`config.mk`:
```
export PLATFORM = sky130hd
export DESIGN_NAME = pulse_arb
export DESIGN_NICKNAME = d
export VERILOG_FILES = /design/src/rtl/pulse_arb.sv
export SDC_FILE = /design/constraint.sdc
export NUM_CORES = 1
export LEC_CHECK = 0
export ABC_AREA = 0
export BUFFER_PORTS_ARGS = -buffer_cell sky130_fd_sc_hd__buf_4
export CAP_MARGIN = 15
export CELL_PAD_IN_SITES_DETAIL_PLACEMENT = 0
export CELL_PAD_IN_SITES_GLOBAL_PLACEMENT = 1
export CORE_UTILIZATION = 42
export CTS_CLUSTER_DIAMETER = 200
export DETAILED_ROUTE_END_ITERATION = 10
export PLACE_DENSITY_LB_ADDON = 0.1
export SKIP_CTS_REPAIR_TIMING = 1
export SYNTH_ARGS = -nofsm -noshare
export SYNTH_HDL_FRONTEND = slang
export SYNTH_SLANG_ARGS = --single-unit
```
`constraint.sdc`:
```
create_clock -name CLK_I -period 2.7 [get_ports CLK_I]
set_input_delay 0.135 -clock CLK_I [delete_from_list [all_inputs] [get_ports CLK_I]]
set_output_delay 0.135 -clock CLK_I [all_outputs]
set_load 0.005 [all_outputs]
```
`src/rtl/pulse_arb.sv`:
```
// rtl/pulse_arb.sv - rate-limited round-robin arbiter feeding a shared pulse-crossing channel
//
// Ports:
//   XRST      in   asynchronous active-high reset
//   CLK_I     in   clock (single domain)
//   EN_I      in   issue enable; requests keep accumulating while low
//   REQ_I     in   [3:0] per-requester single-cycle events
//   CLR_OVF_I in   clears the sticky overflow flags
//   PULSE_O   out  one-cycle grant pulse into the toggle-based crossing channel
//   ID_O      out  [1:0] index of the most recent grant, held until the next one
//   PEND_O    out  [3:0] pending flags
//   OVF_O     out  [3:0] sticky overflow flags
//   BUSY_O    out  high while in GAP or anything is pending

module pulse_arb #(
  parameter int P_GAP = 8
) (
  input  logic       XRST,
  input  logic       CLK_I,
  input  logic       EN_I,
  input  logic [3:0] REQ_I,
  input  logic       CLR_OVF_I,
  output logic       PULSE_O,
  output logic [1:0] ID_O,
  output logic [3:0] PEND_O,
  output logic [3:0] OVF_O,
  output logic       BUSY_O
);

  typedef enum logic {
    IDLE = 1'b0,
    GAP  = 1'b1
  } state_t;

  // CNT is loaded with P_GAP-1 on an issue so that, counting the issue edge
  // itself, the next issue edge lands exactly P_GAP cycles later.
  localparam logic [7:0] GAP_RELOAD = 8'(P_GAP - 1);

  state_t     state, state_n;
  logic [1:0] rr, rr_n;
  logic [7:0] cnt, cnt_n;

  logic       pulse_n;
  logic [1:0] id_n;
  logic [3:0] pend_n;
  logic [3:0] ovf_n;
  logic [3:0] ovf_set;
  logic [3:0] grant_mask;
  logic       busy_n;
  logic       issue;

  logic       found;
  logic [1:0] sel;
  logic [1:0] idx;

  // Round-robin pick: first pending requester starting at RR, wrapping mod 4.
  always_comb begin
    found = 1'b0;
    sel   = rr;
    idx   = rr;
    for (int k = 0; k < 4; k++) begin
      idx = rr + 2'(k);
      if (!found && PEND_O[idx]) begin
        found = 1'b1;
        sel   = idx;
      end
    end
  end

  always_comb begin
    state_n    = state;
    cnt_n      = cnt;
    rr_n       = rr;
    id_n       = ID_O;
    pulse_n    = 1'b0;
    grant_mask = 4'b0000;
    issue      = 1'b0;

    case (state)
      IDLE: begin
        issue = EN_I && found;
      end
      GAP: begin
        // A falling EN_I never shortens the gap; it only blocks the issue at its end.
        if (cnt != 8'd0) begin
          cnt_n = cnt - 8'd1;
        end else if (EN_I && found) begin
          issue = 1'b1;
        end else begin
          state_n = IDLE;
        end
      end
    endcase

    if (issue) begin
      pulse_n    = 1'b1;
      id_n       = sel;
      grant_mask = 4'b0001 << sel;
      rr_n       = sel + 2'd1;
      cnt_n      = GAP_RELOAD;
      state_n    = GAP;
    end

    // A request landing on its own grant edge re-arms PEND without counting
    // as an overflow; otherwise a repeat while pending is merged and flagged.
    ovf_set = REQ_I & PEND_O & ~grant_mask;
    pend_n  = (PEND_O & ~grant_mask) | REQ_I;
    ovf_n   = CLR_OVF_I ? ovf_set : (OVF_O | ovf_set);
    busy_n  = (state_n != IDLE) || (pend_n != 4'b0000);
  end

  always_ff @(posedge CLK_I or posedge XRST) begin
    if (XRST) begin
      state   <= IDLE;
      cnt     <= 8'd0;
      rr      <= 2'd0;
      PULSE_O <= 1'b0;
      ID_O    <= 2'd0;
      PEND_O  <= 4'b0000;
      OVF_O   <= 4'b0000;
      BUSY_O  <= 1'b0;
    end else begin
      state   <= state_n;
      cnt     <= cnt_n;
      rr      <= rr_n;
      PULSE_O <= pulse_n;
      ID_O    <= id_n;
      PEND_O  <= pend_n;
      OVF_O   <= ovf_n;
      BUSY_O  <= busy_n;
    end
  end

endmodule

```
Word-level counts from Yosys, hierarchy flattened
Cells that the tools add are included.
{"block": "classes", "add_sub_neg": 5, "order_cmp": 4, "shifts": 1, "mux": 27, "bitwise_logic": 7, "reduce_logical": 13}
{"operator": "$mux 8", "n": 3}
{"operator": "$mux 1", "n": 14}
{"operator": "$and 4x4->4", "n": 3}
{"operator": "$lt 2x3->1 const B", "n": 4}
{"operator": "$bmux 1 s2", "n": 4}
{"operator": "$mux 4", "n": 2}
{"operator": "$or 4x4->4", "n": 2}
{"operator": "$reduce_bool 8->1", "n": 1}
{"operator": "$sub 8x1->8 const B", "n": 1}
{"operator": "$mux 2", "n": 3}
{"operator": "$add 2x1->2 const B", "n": 2}
{"operator": "$add 2x2->2 const B", "n": 2}
{"operator": "$logic_and 1x1->1", "n": 4}
{"operator": "$not 4->4", "n": 1}
{"operator": "$reduce_bool 2->1", "n": 2}
{"operator": "$reduce_bool 4->1", "n": 1}
{"operator": "$shl 1x2->4 const A", "n": 1}
{"operator": "$logic_not 1->1", "n": 3}
{"operator": "$pmux 1 s2", "n": 1}
{"operator": "$reduce_and 2->1", "n": 1}
{"operator": "$logic_or 1x1->1", "n": 1}
{"operator": "$not 1->1", "n": 1}
{"block": "word_totals", "ff_bits": 23, "out_inout_bits": 12, "word_cells": 65}

Longest topological paths before layout
Gate-level depths: netlist of the first run.
{"block": "depth", "word_depth": 22, "depth_mapped": 10}

Worst setup path after synthesis of the first run
Ideal clock, no wire load.
{"block": "synth_path", "path_kind": "register -> register", "startpoint": "reg PEND_O[3]", "endpoint": "reg BUSY_O", "arrival_time_ns": 2.316, "path_slack_ns": 0.245, "path_stages_with_launch": 10, "path_buffers": 1, "synth_period_minus_slack_ns": 2.455, "path_cell_list": "dfrtp_1 clkbuf_1 inv_1 a31o_2 o31ai_1 ha_1 nand3b_1 a21oi_1 a22oi_1 or4_1"}
{"item": "start: declaration", "line_no": "25", "rtl": "output logic [3:0] PEND_O,"}
{"item": "start signal: assignment", "line_no": "128", "rtl": "PEND_O <= pend_n;"}
{"item": "$bmux 1 s2", "line_no": "63", "rtl": "if (!found && PEND_O[idx]) begin"}
{"item": "$mux 1 (implied by the code)", "line_no": "63"}
{"item": "$mux 1", "line_no": "63"}
{"item": "$logic_not 1->1", "line_no": "63"}
{"item": "$logic_and 1x1->1", "line_no": "63"}
{"item": "$mux 1", "line_no": "63"}
{"item": "$logic_not 1->1", "line_no": "63"}
{"item": "$logic_and 1x1->1", "line_no": "63"}
{"item": "(+4 left out)"}
{"item": "via sel[1]", "line_no": "53", "rtl": "logic [1:0] sel;"}
{"item": "$shl 1x2->4 (*)", "line_no": "98", "rtl": "grant_mask = 4'b0001 << sel;"}
{"item": "$mux 4 (*)", "line_no": "95", "rtl": "if (issue) begin"}
{"item": "$not 4->4 (*)", "line_no": "107", "rtl": "pend_n = (PEND_O & ~grant_mask) | REQ_I;"}
{"item": "$and 4x4->4 (*)", "line_no": "107"}
{"item": "$or 4x4->4 (*)", "line_no": "107"}
{"item": "$reduce_bool 4->1 (*)", "line_no": "109", "rtl": "busy_n = (state_n != IDLE) || (pend_n != 4'b0000);"}
{"item": "$logic_or 1x1->1 (*)", "line_no": "109"}
{"item": "via busy_n", "line_no": "49", "rtl": "logic busy_n;"}
{"item": "end signal: assignment", "line_no": "130", "rtl": "BUSY_O <= busy_n;"}
{"item": "end: declaration", "line_no": "27", "rtl": "output logic BUSY_O"}
Mark *: on every way through the listed nets, which the timed path passes. The rest lies on a longest branch. The select of a mux whose other input is x is not followed.
A chain may end at the register's enable or synchronous reset.

Worst setup path after layout of the first run
{"block": "layout_path", "startpoint": "reg PEND_O[0]", "endpoint": "reg BUSY_O"}
{"block": "layout_between", "elab_chain_len": 22}
{"item": "$bmux 1 s2", "line_no": "63"}
{"item": "$mux 1 (implied by the code)", "line_no": "63"}
{"item": "$mux 1", "line_no": "63"}
{"item": "$logic_not 1->1", "line_no": "63"}
{"item": "$logic_and 1x1->1", "line_no": "63"}
{"item": "$mux 1", "line_no": "63"}
{"item": "$logic_not 1->1", "line_no": "63"}
{"item": "$logic_and 1x1->1", "line_no": "63"}
{"item": "(+8 left out)"}
{"item": "$mux 4 (*)", "line_no": "95"}
{"item": "$not 4->4 (*)", "line_no": "107"}
{"item": "$and 4x4->4 (*)", "line_no": "107"}
{"item": "$or 4x4->4 (*)", "line_no": "107"}
{"item": "via pend_n[2]", "line_no": "45", "rtl": "logic [3:0] pend_n;"}
{"item": "$reduce_bool 4->1 (*)", "line_no": "109"}
{"item": "$logic_or 1x1->1 (*)", "line_no": "109"}
{"item": "via busy_n", "line_no": "49"}
Marked as above.

==> run_results.csv, run 1 <==
group,metric,value,unit
drt,wl,2.74,mm
yosys,synthTopCellsByArea,"dfrtp_1, ha_1, a21oi_1",
yosys,ys_types,39,
setup_path,cp_num_buf_inv,0,
final_layout,layout.nets,169,
timing,timing.hold.ws,-3.01,ps
timing,fin_crit,2460,ps
timing,hold_viol,4,
final_layout,fin_cells,185,
global_routing,grt_pass1_vias,1004,
yosys,synth-edff-count,0,
global_routing,overflow,0,
run_status,violations,"DRC, hold timing",
drt,dr_wl_met3,126,microns
placed_design,dpl.hpwl,2.06,mm
floorplanning,die_area,3290,sq um
yosys,syn_inst,130,
timing,finalWorstSetupSlack,244,ps
clocking,cts_tree,"yes",
timing,rsz0062_at_grt,"no",
clocking,cts.htree.levels,1,
setup_path,critical-path-top-delay-family,"simple AND/OR/NAND/NOR gates",
drt,dr_wl_met2,1.17,mm
floorplanning,chipHeight,57.3,microns
global_routing,track_usage,0.186,
yosys,synth_area_per_cell,9.89,sq um
yosys,yosys_warnings,0,
placed_design,globalplace.congestion,0.829,
floorplanning,die_x,57.3,microns
timing,fin_tns_setup,0,ps
yosys,yosys.area.top_type_share,0.447,
yosys,ys_ff_latch,23,
drt,wl_per_cell,14.8,microns
pwr,ir_worst_vdd,213,uV
timing,maxSlewHeadroom,0.413,
final_layout,drive_gt1_frac,0.266,
pwr,cellPowerDensity,357,nW/um^2
setup_path,worst_path_max_delay_cell,"dfrtp_1",
drt,drc,1,
final_layout,seqCellArea,576,sq um
setup_path,worst-setup-path-type,"register to register",
timing,skew,7.55,ps
floorplanning,initial_utilization,0.455,
final_layout,post-route-util,0.539,
hold_path,hp-class,"input port to asynchronous set/reset pin",
global_routing,grt_pass1_wl,4.73,mm
clocking,ctsLongestPathBuffers,2,
clocking,clkTransAtPathRegs,130,ps
final_layout,diodes,0,
final_layout,num-fill-cells,267,
timing,tightest_slew,879,ps
clocking,root_buffer,"clkbuf_4",
floorplanning,ios,20,
timing,slew_viol_final,0,
floorplanning,row_count,19,
drt,num_vias,1035,
timing,finalSetupViolCount,0,
floorplanning,coreArea,2830,sq um
pwr,p_leak,0.660,nW
placed_design,place_ws,204,ps
yosys,yosys_most_used_dff,"dfrtp_1",
clocking,clkLatencyLatePin,310,ps
setup_path,ff2ff_setup_slack,240,ps
placed_design,placed_cells,181,
clocking,numCtsBuffers,3,
yosys,synth_area_leader_cell,"dfrtp_1",
clocking,cts_num_sinks,23,
drt,ant_nets,0,
setup_path,cp-start-kind,"register",
drt,dr.pass1.iters,8,
yosys,yosysSeqAreaShare,0.447,
run_status,status,"finished, violations left",
drt,drtIter0Drc,31,
yosys,synth_area,1290,sq um
timing,timing.final.crit_share,0.910,
setup_path,critPathMaxStageDelay,510,ps
drt,wl_met1,1.43,mm
global_routing,antenna_found_initial,0,
yosys,syn_nets,144,
setup_path,critPathMaxFanout,6,
setup_path,worstPathArrival,2640,ps
yosys,async_flop_share,1.00,
placed_design,port_buffers,19,
final_layout,multi_input_area,659,sq um
setup_path,cp_cell_sequence,"nor2b_1, a21oi_1, o211ai_1, ha_1, nand3b_1, a21oi_1, a21oi_1, or4_1",
flow_run,max_cap_violations,0,
drt,top_layer,"met4",
setup_path,cp.required,2890,ps
final_layout,area_delta_synth_final,18.6,%
setup_path,cp_common_cell,"a21oi_1",
global_routing,grt_max_degree,24,
timing,max_freq,0.407,GHz
setup_path,endpoint_kind,"register",
drt,viasPerCell,5.59,
==> layout make-up <==
class | instances | share of cell area
multi-input cells | 92 | 0.432
well taps | 31 | 0.0254
flip-flops and latches | 23 | 0.377
repair buffers | 25 | 0.123
inverters | 10 | 0.0246
clock buffers | 4 | 0.0172
==> Yosys cell counts (2+ instances only) <==
cell type / count
nand3b_1: 5
nand3_1: 5
nand2_1: 6
dfrtp_1: 23
o221ai_1: 2
nor2b_1: 4
inv_1: 10
a21o_1: 2
o31ai_1: 2
mux2_2: 4
nor3_1: 2
a21oi_1: 10
nor2_1: 9
nor3b_1: 2
o21ai_0: 10
nor4_1: 2
ha_1: 6
clkbuf_1: 5
==> kinds of logic after synthesis <==
group,synth area share
flops,0.447
simple gates,0.189
buf+inv,0.0438
compound gates,0.213
mux,0.0350
xor+xnor,0.0136
fa+ha+maj,0.0584
==> state kept, by name (all words and copies together) (netlist names) <==
| signal | cells |
|---|---|
| PEND_O | 4 |
| OVF_O | 4 |
| state | 1 |
| rr | 2 |
| BUSY_O | 1 |
| cnt | 8 |
| ID_O | 2 |
| PULSE_O | 1 |
==> routing by layer <==
layer	vias to the layer above	global-route usage
met3	2	0.0249
li1	522	-
met2	30	0.274
met5	-	0
met1	481	0.278
met4	0	0.0662
==> power breakdown <==
group          leakage [nW]  internal, W  switching [W]  total [W]
Clock                0.0150    0.0000576       0.000101   0.000159
Combinational         0.395    0.0000162      0.0000200  0.0000362
Sequential            0.249     0.000348     0.00000177   0.000350
==> metrics by stage <==
stage / cell area, sq um / power [W]
2_1_floorplan: 1290 / 0.000373
3_3_place_gp: 1490 / 0.000394
3_5_place_dp: 1490 / 0.000393
4_1_cts: 1520 / 0.000555
5_1_grt: 1530 / 0.000572
6_report: 1530 / 0.000544
==> placed cells by master (no fill, tap or decap), types with 2 or more instances in the layout <==
master,synthesis,layout
a21o_1,2,2
a21oi_1,10,10
buf_4,0,25
clkbuf_4,0,3
dfrtp_1,23,23
ha_1,6,6
inv_1,10,10
mux2_2,4,4
nand2_1,6,6
nand3_1,5,5
nand3b_1,5,5
nor2_1,9,9
nor2b_1,4,4
nor3_1,2,2
nor3b_1,2,2
nor4_1,2,2
o21ai_0,10,10
o221ai_1,2,2
==> worst register-to-register path: cells and delay by family, from the launching register on <==
kind                     cells  cell delay, ps
adder cells (fa/ha/maj)      1             300
AO/OA/AOI/OAI                4             690
AND/OR/NAND/NOR              3             850
flip-flops                   1             510
==> path summary, 6_finish.rpt <==
path                           start         to  cells past startpoint
hold / removal                  XRST     cnt[0]                      2
max in group asynchronous       XRST   OVF_O[1]                      2
min in group CLK_I          REQ_I[1]  PEND_O[1]                      2
hold reg to reg             OVF_O[2]   OVF_O[2]                      2
setup / recovery           PEND_O[0]     BUSY_O                      8
setup reg to reg           PEND_O[0]     BUSY_O                      8
Note: power is estimated with default switching activity, not from simulation.
==> inputs of run 2 (changes only) <==
Settings changed: CORE_UTILIZATION 42 to 38.
==> run 2 against run 1 <==
  * Register-to-register slack gained 40 ps
  * Sequential share of layout area shrank 0.22 points
  * Largest power group unchanged
  * Flip-flop and latch count is the same
  * Cell count grew 6.5%
  * Cell area grew 0.57%
  * The flow now finishes without violations
==> run_results.csv, run 2 (synthesized netlist as in run 1, its figures left out) <==
group,metric,value,unit
run_status,status,"completed",
timing,max_freq,0.414,GHz
clocking,cts_tree,"yes",
pwr,p_switching,0.000125,W
timing,fin_tns_setup,0,ps
final_layout,drive_gt1_frac,0.261,
drt,wl,2.81,mm
flow_run,max_cap_violations,0,
clocking,clkTransAtPathRegs,130,ps
timing,timing.final.crit_share,0.895,
pwr,clockPowerShare,0.295,
floorplanning,row_count,20,
setup_path,reg2reg_to,"BUSY_O",
global_routing,track_usage,0.185,
global_routing,overflow,0,
setup_path,ff2ff_setup_slack,280,ps
final_layout,final_common_cell,"buf_4",
setup_path,critPathMaxFanout,6,
setup_path,cp-start-kind,"register",
clocking,ctsLongestPathBuffers,2,
drt,viasPerCell,5.40,
pwr,ir_worst_vdd,163,uV
clocking,numCtsBuffers,3,
floorplanning,die_x,60.2,microns
pwr,swShare,0.230,
timing,finalWorstSetupSlack,284,ps
timing,finalSetupViolCount,0,
global_routing,antenna_found_initial,0,
timing,maxSlewHeadroom,0.404,
pwr,power_frac_seq,0.640,
floorplanning,die_area,3620,sq um
floorplanning,coreArea,3130,sq um
placed_design,place_ws,213,ps
global_routing,grt_max_degree,24,
pwr,p_comb_frac,0.065,
clocking,clkLatencyLatePin,310,ps
final_layout,mostFrequentLayoutCells,"buf_4, dfrtp_1, inv_1, a21oi_1, o21ai_0",
pwr,p_int,0.000421,W
clocking,cts_num_sinks,23,
timing,hold_viol,0,
setup_path,cp.required,2890,ps
drt,num_vias,1063,
drt,drc,0,
setup_path,worst-setup-path-type,"register to register",
global_routing,grt_pass1_wl,4.95,mm
final_layout,num-fill-cells,305,
final_layout,largest_register_ffs,8,
timing,slew_viol_final,0,
drt,ant_nets,0,
timing,fin_crit,2420,ps
setup_path,startpoint,"PEND_O[0]",
timing,skew,6.28,ps
floorplanning,initial_utilization,0.411,
setup_path,endpoint_kind,"register",
timing,rsz0062_at_grt,"no",
placed_design,globalplace.congestion,0.793,
floorplanning,ios,20,
final_layout,diodes,0,
placed_design,dpl.hpwl,2.11,mm
clocking,cts.htree.levels,1,
setup_path,regToRegStartpoint,"PEND_O[0]",
drt,drtIter0Drc,45,
hold_path,hp-class,"input port to asynchronous set/reset pin",
pwr,cellPowerDensity,356,nW/um^2
setup_path,crit_end,"BUSY_O",
placed_design,port_buffers,19,
setup_path,worstPathArrival,2600,ps
floorplanning,chipHeight,60.2,microns
final_layout,largestRegisters,"cnt: 8 flops, OVF_O: 4 flops, PEND_O: 4 flops",
final_layout,regMostFlops,"cnt",
drt,dr.pass1.iters,4,
setup_path,reg2reg_depth,8,
global_routing,grt_pass1_vias,1036,
final_layout,area_delta_synth_final,19.3,%
final_layout,layout.nets,168,
pwr,p_leak,0.655,nW
clocking,root_buffer,"clkbuf_4",
timing,tightest_slew,892,ps
drt,wl_per_cell,14.2,microns
run 2: cell count changes in the layout (fill, tap and decap cells not counted):
cell	previous run	this run
buf_4	25	24
run 2: how the worst min path moves through the flow:
stage / end / cells past startpoint / from
after floorplan: BUSY_O / 1 / XRST
after global placement: PEND_O[1] / 2 / REQ_I[1]
after detailed placement: PEND_O[1] / 2 / REQ_I[1]
after CTS: PEND_O[1] / 2 / REQ_I[1]
after global routing: PEND_O[1] / 2 / REQ_I[1]
final: cnt[1] / 2 / XRST
run 2: through the flow:
| step | power, W | util | cell area (sq um) | cells | hold WS (ps) |
|---|---|---|---|---|---|
| 3_5_place_dp | 0.000393 | 0.480 | 1500 | 193 | 345 |
| 4_1_cts | 0.000554 | 0.489 | 1530 | 197 | 24.4 |
| 3_3_place_gp | 0.000393 | 0.480 | 1500 | 193 | 345 |
| 2_1_floorplan | 0.000373 | - | 1290 | 130 | 137 |
| 5_1_grt | 0.000580 | 0.490 | 1530 | 197 | 5.72 |
| 6_report | 0.000546 | 0.490 | 1530 | 197 | 3.01 |
run 2: area by class of cell:
| type | instances | area (sq um) | share of cell area |
|---|---|---|---|
| Multi-Input combinational cell | 92 | 659 | 0.430 |
| Tap cell | 44 | 55.1 | 0.0359 |
| Timing Repair Buffer | 24 | 180 | 0.117 |
| Sequential cell | 23 | 576 | 0.375 |
| Clock buffer | 4 | 26.3 | 0.0171 |
| Inverter | 10 | 37.5 | 0.0245 |
run 2: power by group through the flow:
stage               combinational (W)  sequential [W]  clock [W]
finish                      0.0000355        0.000350   0.000161
detailed placement          0.0000363        0.000356          0
floorplan                   0.0000162        0.000357          0
global route                0.0000406        0.000350   0.000189
CTS                         0.0000364        0.000350   0.000168
global placement            0.0000367        0.000356          0
run 2: critical path, stage by stage, from the launching register on:
cell	delay [ps]
dfrtp_1	510
nor2b_1	250
a21oi_1	60
o211ai_1	380
ha_1	260
nand3b_1	80
a21oi_1	200
a22oi_1	90
or4_1	470
run 2: per-layer routing:
metal	up-vias	wire (microns)	track usage	part of all wire
li1	517	-	-	-
met1	516	1480	0.272	0.53
met2	28	1180	0.275	0.42
met3	2	128	0.0281	0.046
met4	0	19	0.0598	0.0068
met5	-	0	0	0
==> inputs of run 3 (changes only) <==
Clock period 2.7 ns to 2.55 ns, I/O delays scaled along.
==> run 3 against run 2 <==
  * The flow now finishes with violations (hold timing)
  * Flip-flop and latch count is the same
  * Via count grew 0.28%
  * Power grew 7.1%
  * Highest routed layer unchanged
==> run_results.csv, run 3 (synthesized netlist as in run 1, its figures left out) <==
group,metric,value,unit
timing,hold_viol,23,
pwr,swShare,0.234,
floorplanning,die_x,60.2,microns
final_layout,diodes,0,
setup_path,endpoint_kind,"register",
clocking,root_buffer,"clkbuf_4",
floorplanning,chipHeight,60.2,microns
floorplanning,coreArea,3130,sq um
clocking,clkTransAtPathRegs,130,ps
setup_path,critPathMaxFanout,5,
run_status,violations,"hold timing",
drt,wl,2.84,mm
pwr,p_leak,0.689,nW
floorplanning,initial_utilization,0.411,
pwr,p_switching,0.000137,W
setup_path,cp-start-kind,"register",
setup_path,critical-path-top-delay-family,"compound AO/OA/AOI/OAI gates",
drt,viasPerCell,5.23,
setup_path,critPathMaxStageDelay,500,ps
placed_design,dpl.hpwl,2.13,mm
floorplanning,die_area,3620,sq um
final_layout,area_delta_synth_final,23.5,%
floorplanning,row_count,20,
clocking,ctsLongestPathBuffers,2,
setup_path,worst_path_max_delay_cell,"or4_1",
drt,drtIter0Drc,50,
flow_run,max_cap_violations,0,
final_layout,layout.nets,175,
pwr,p_comb_frac,0.068,
final_layout,largestRegisters,"cnt: 8 flops, OVF_O: 4 flops, PEND_O: 4 flops",
pwr,ir_worst_vdd,176,uV
timing,slew_viol_final,0,
global_routing,grt_pass1_vias,1026,
drt,dr.pass1.iters,4,
timing,maxSlewHeadroom,0.410,
global_routing,grt_max_degree,24,
timing,fin_crit,2320,ps
setup_path,worst-setup-path-type,"register to register",
setup_path,worstPathArrival,2530,ps
final_layout,largest_register_ffs,8,
floorplanning,ios,20,
placed_design,port_buffers,19,
final_layout,final_common_cell,"buf_4",
final_layout,regMostFlops,"cnt",
pwr,clockPowerShare,0.298,
pwr,power_frac_seq,0.633,
timing,finalSetupViolCount,0,
drt,num_vias,1066,
clocking,cts.htree.levels,1,
global_routing,track_usage,0.184,
global_routing,grt_pass1_wl,4.83,mm
setup_path,cp_num_buf_inv,1,
run_status,status,"finished, violations left",
final_layout,drive_gt1_frac,0.288,
final_layout,fin_cells,204,
drt,drc,0,
setup_path,cp_common_cell,"a21oi_1",
timing,rsz0062_at_grt,"no",
timing,timing.hold.ws,-17.1,ps
clocking,cts_tree,"yes",
clocking,cts_num_sinks,23,
clocking,clkLatencyLatePin,320,ps
timing,tightest_slew,884,ps
drt,ant_nets,0,
final_layout,mostFrequentLayoutCells,"buf_4, dfrtp_1, inv_1, a21oi_1, o21ai_0",
global_routing,overflow,0,
setup_path,cp.required,2760,ps
placed_design,globalplace.congestion,0.811,
pwr,p_int,0.000448,W
timing,timing.final.crit_share,0.910,
setup_path,cp_cell_sequence,"inv_1, a31o_2, o31ai_2, ha_1, nand3b_1, a21oi_1, a21oi_1, or4_1",
timing,fin_tns_setup,0,ps
timing,skew,3.54,ps
timing,max_freq,0.431,GHz
hold_path,hp-class,"input port to asynchronous set/reset pin",
pwr,cellPowerDensity,368,nW/um^2
global_routing,antenna_found_initial,0,
clocking,numCtsBuffers,3,
placed_design,placed_cells,198,
drt,wl_per_cell,13.9,microns
-- run 3: changes by cell type in the layout (fill, tap and decap cells not counted), sizes merged --
cell,delta
buf,+6
dlygate4sd3,+1
-- run 3: worst paths after layout --
check                           startpoint   endpoint  slack [ps]  depth (start not counted)
min in group CLK_I                REQ_I[3]  PEND_O[3]          10                          2
worst min-delay path                  XRST     BUSY_O         -20                          2
max in group asynchronous             XRST    ID_O[0]        2030                          2
worst max register to register   PEND_O[3]     BUSY_O         230                          8
worst min register to register    OVF_O[1]   OVF_O[1]         520                          1
worst max-delay path             PEND_O[3]     BUSY_O         230                          8
-- run 3: cell type report --
class                           instances  area [sq um]
Inverter                               10          37.5
Sequential cell                        23           576
Tap cell                               44          55.1
Multi-Input combinational cell         92           659
Timing Repair Buffer                   31           235
Fill cell                             300          1540
Clock buffer                            4          26.3
-- run 3: routing by layer --
| layer | track usage | part of all wire |
|---|---|---|
| met5 | 0 | 0 |
| met4 | 0.0897 | 0.017 |
| met3 | 0.0303 | 0.045 |
| met2 | 0.272 | 0.43 |
| met1 | 0.258 | 0.51 |
-- run 3: power groups by stage --
stage	logic [W]	registers, W	clock network, W
floorplan	0.0000172	0.000377	0
global placement	0.0000403	0.000377	0
detailed placement	0.0000399	0.000377	0
CTS	0.0000399	0.000370	0.000180
global route	0.0000454	0.000371	0.000199
finish	0.0000399	0.000370	0.000175
-- run 3: stage by stage --
step / hold slack (ps) / instance area, sq um / worst slack (ps) / utilization / power [W]
CTS: 3.85 / 1570 / 85.7 / 0.501 / 0.000591
global route: 3.11 / 1590 / 8.43 / 0.508 / 0.000615
finish: -17.1 / 1590 / 229 / 0.508 / 0.000585
floorplan: 129 / 1290 / 95.4 / - / 0.000395
detailed placement: 334 / 1540 / 96.1 / 0.492 / 0.000417
global placement: 337 / 1540 / 224 / 0.492 / 0.000417
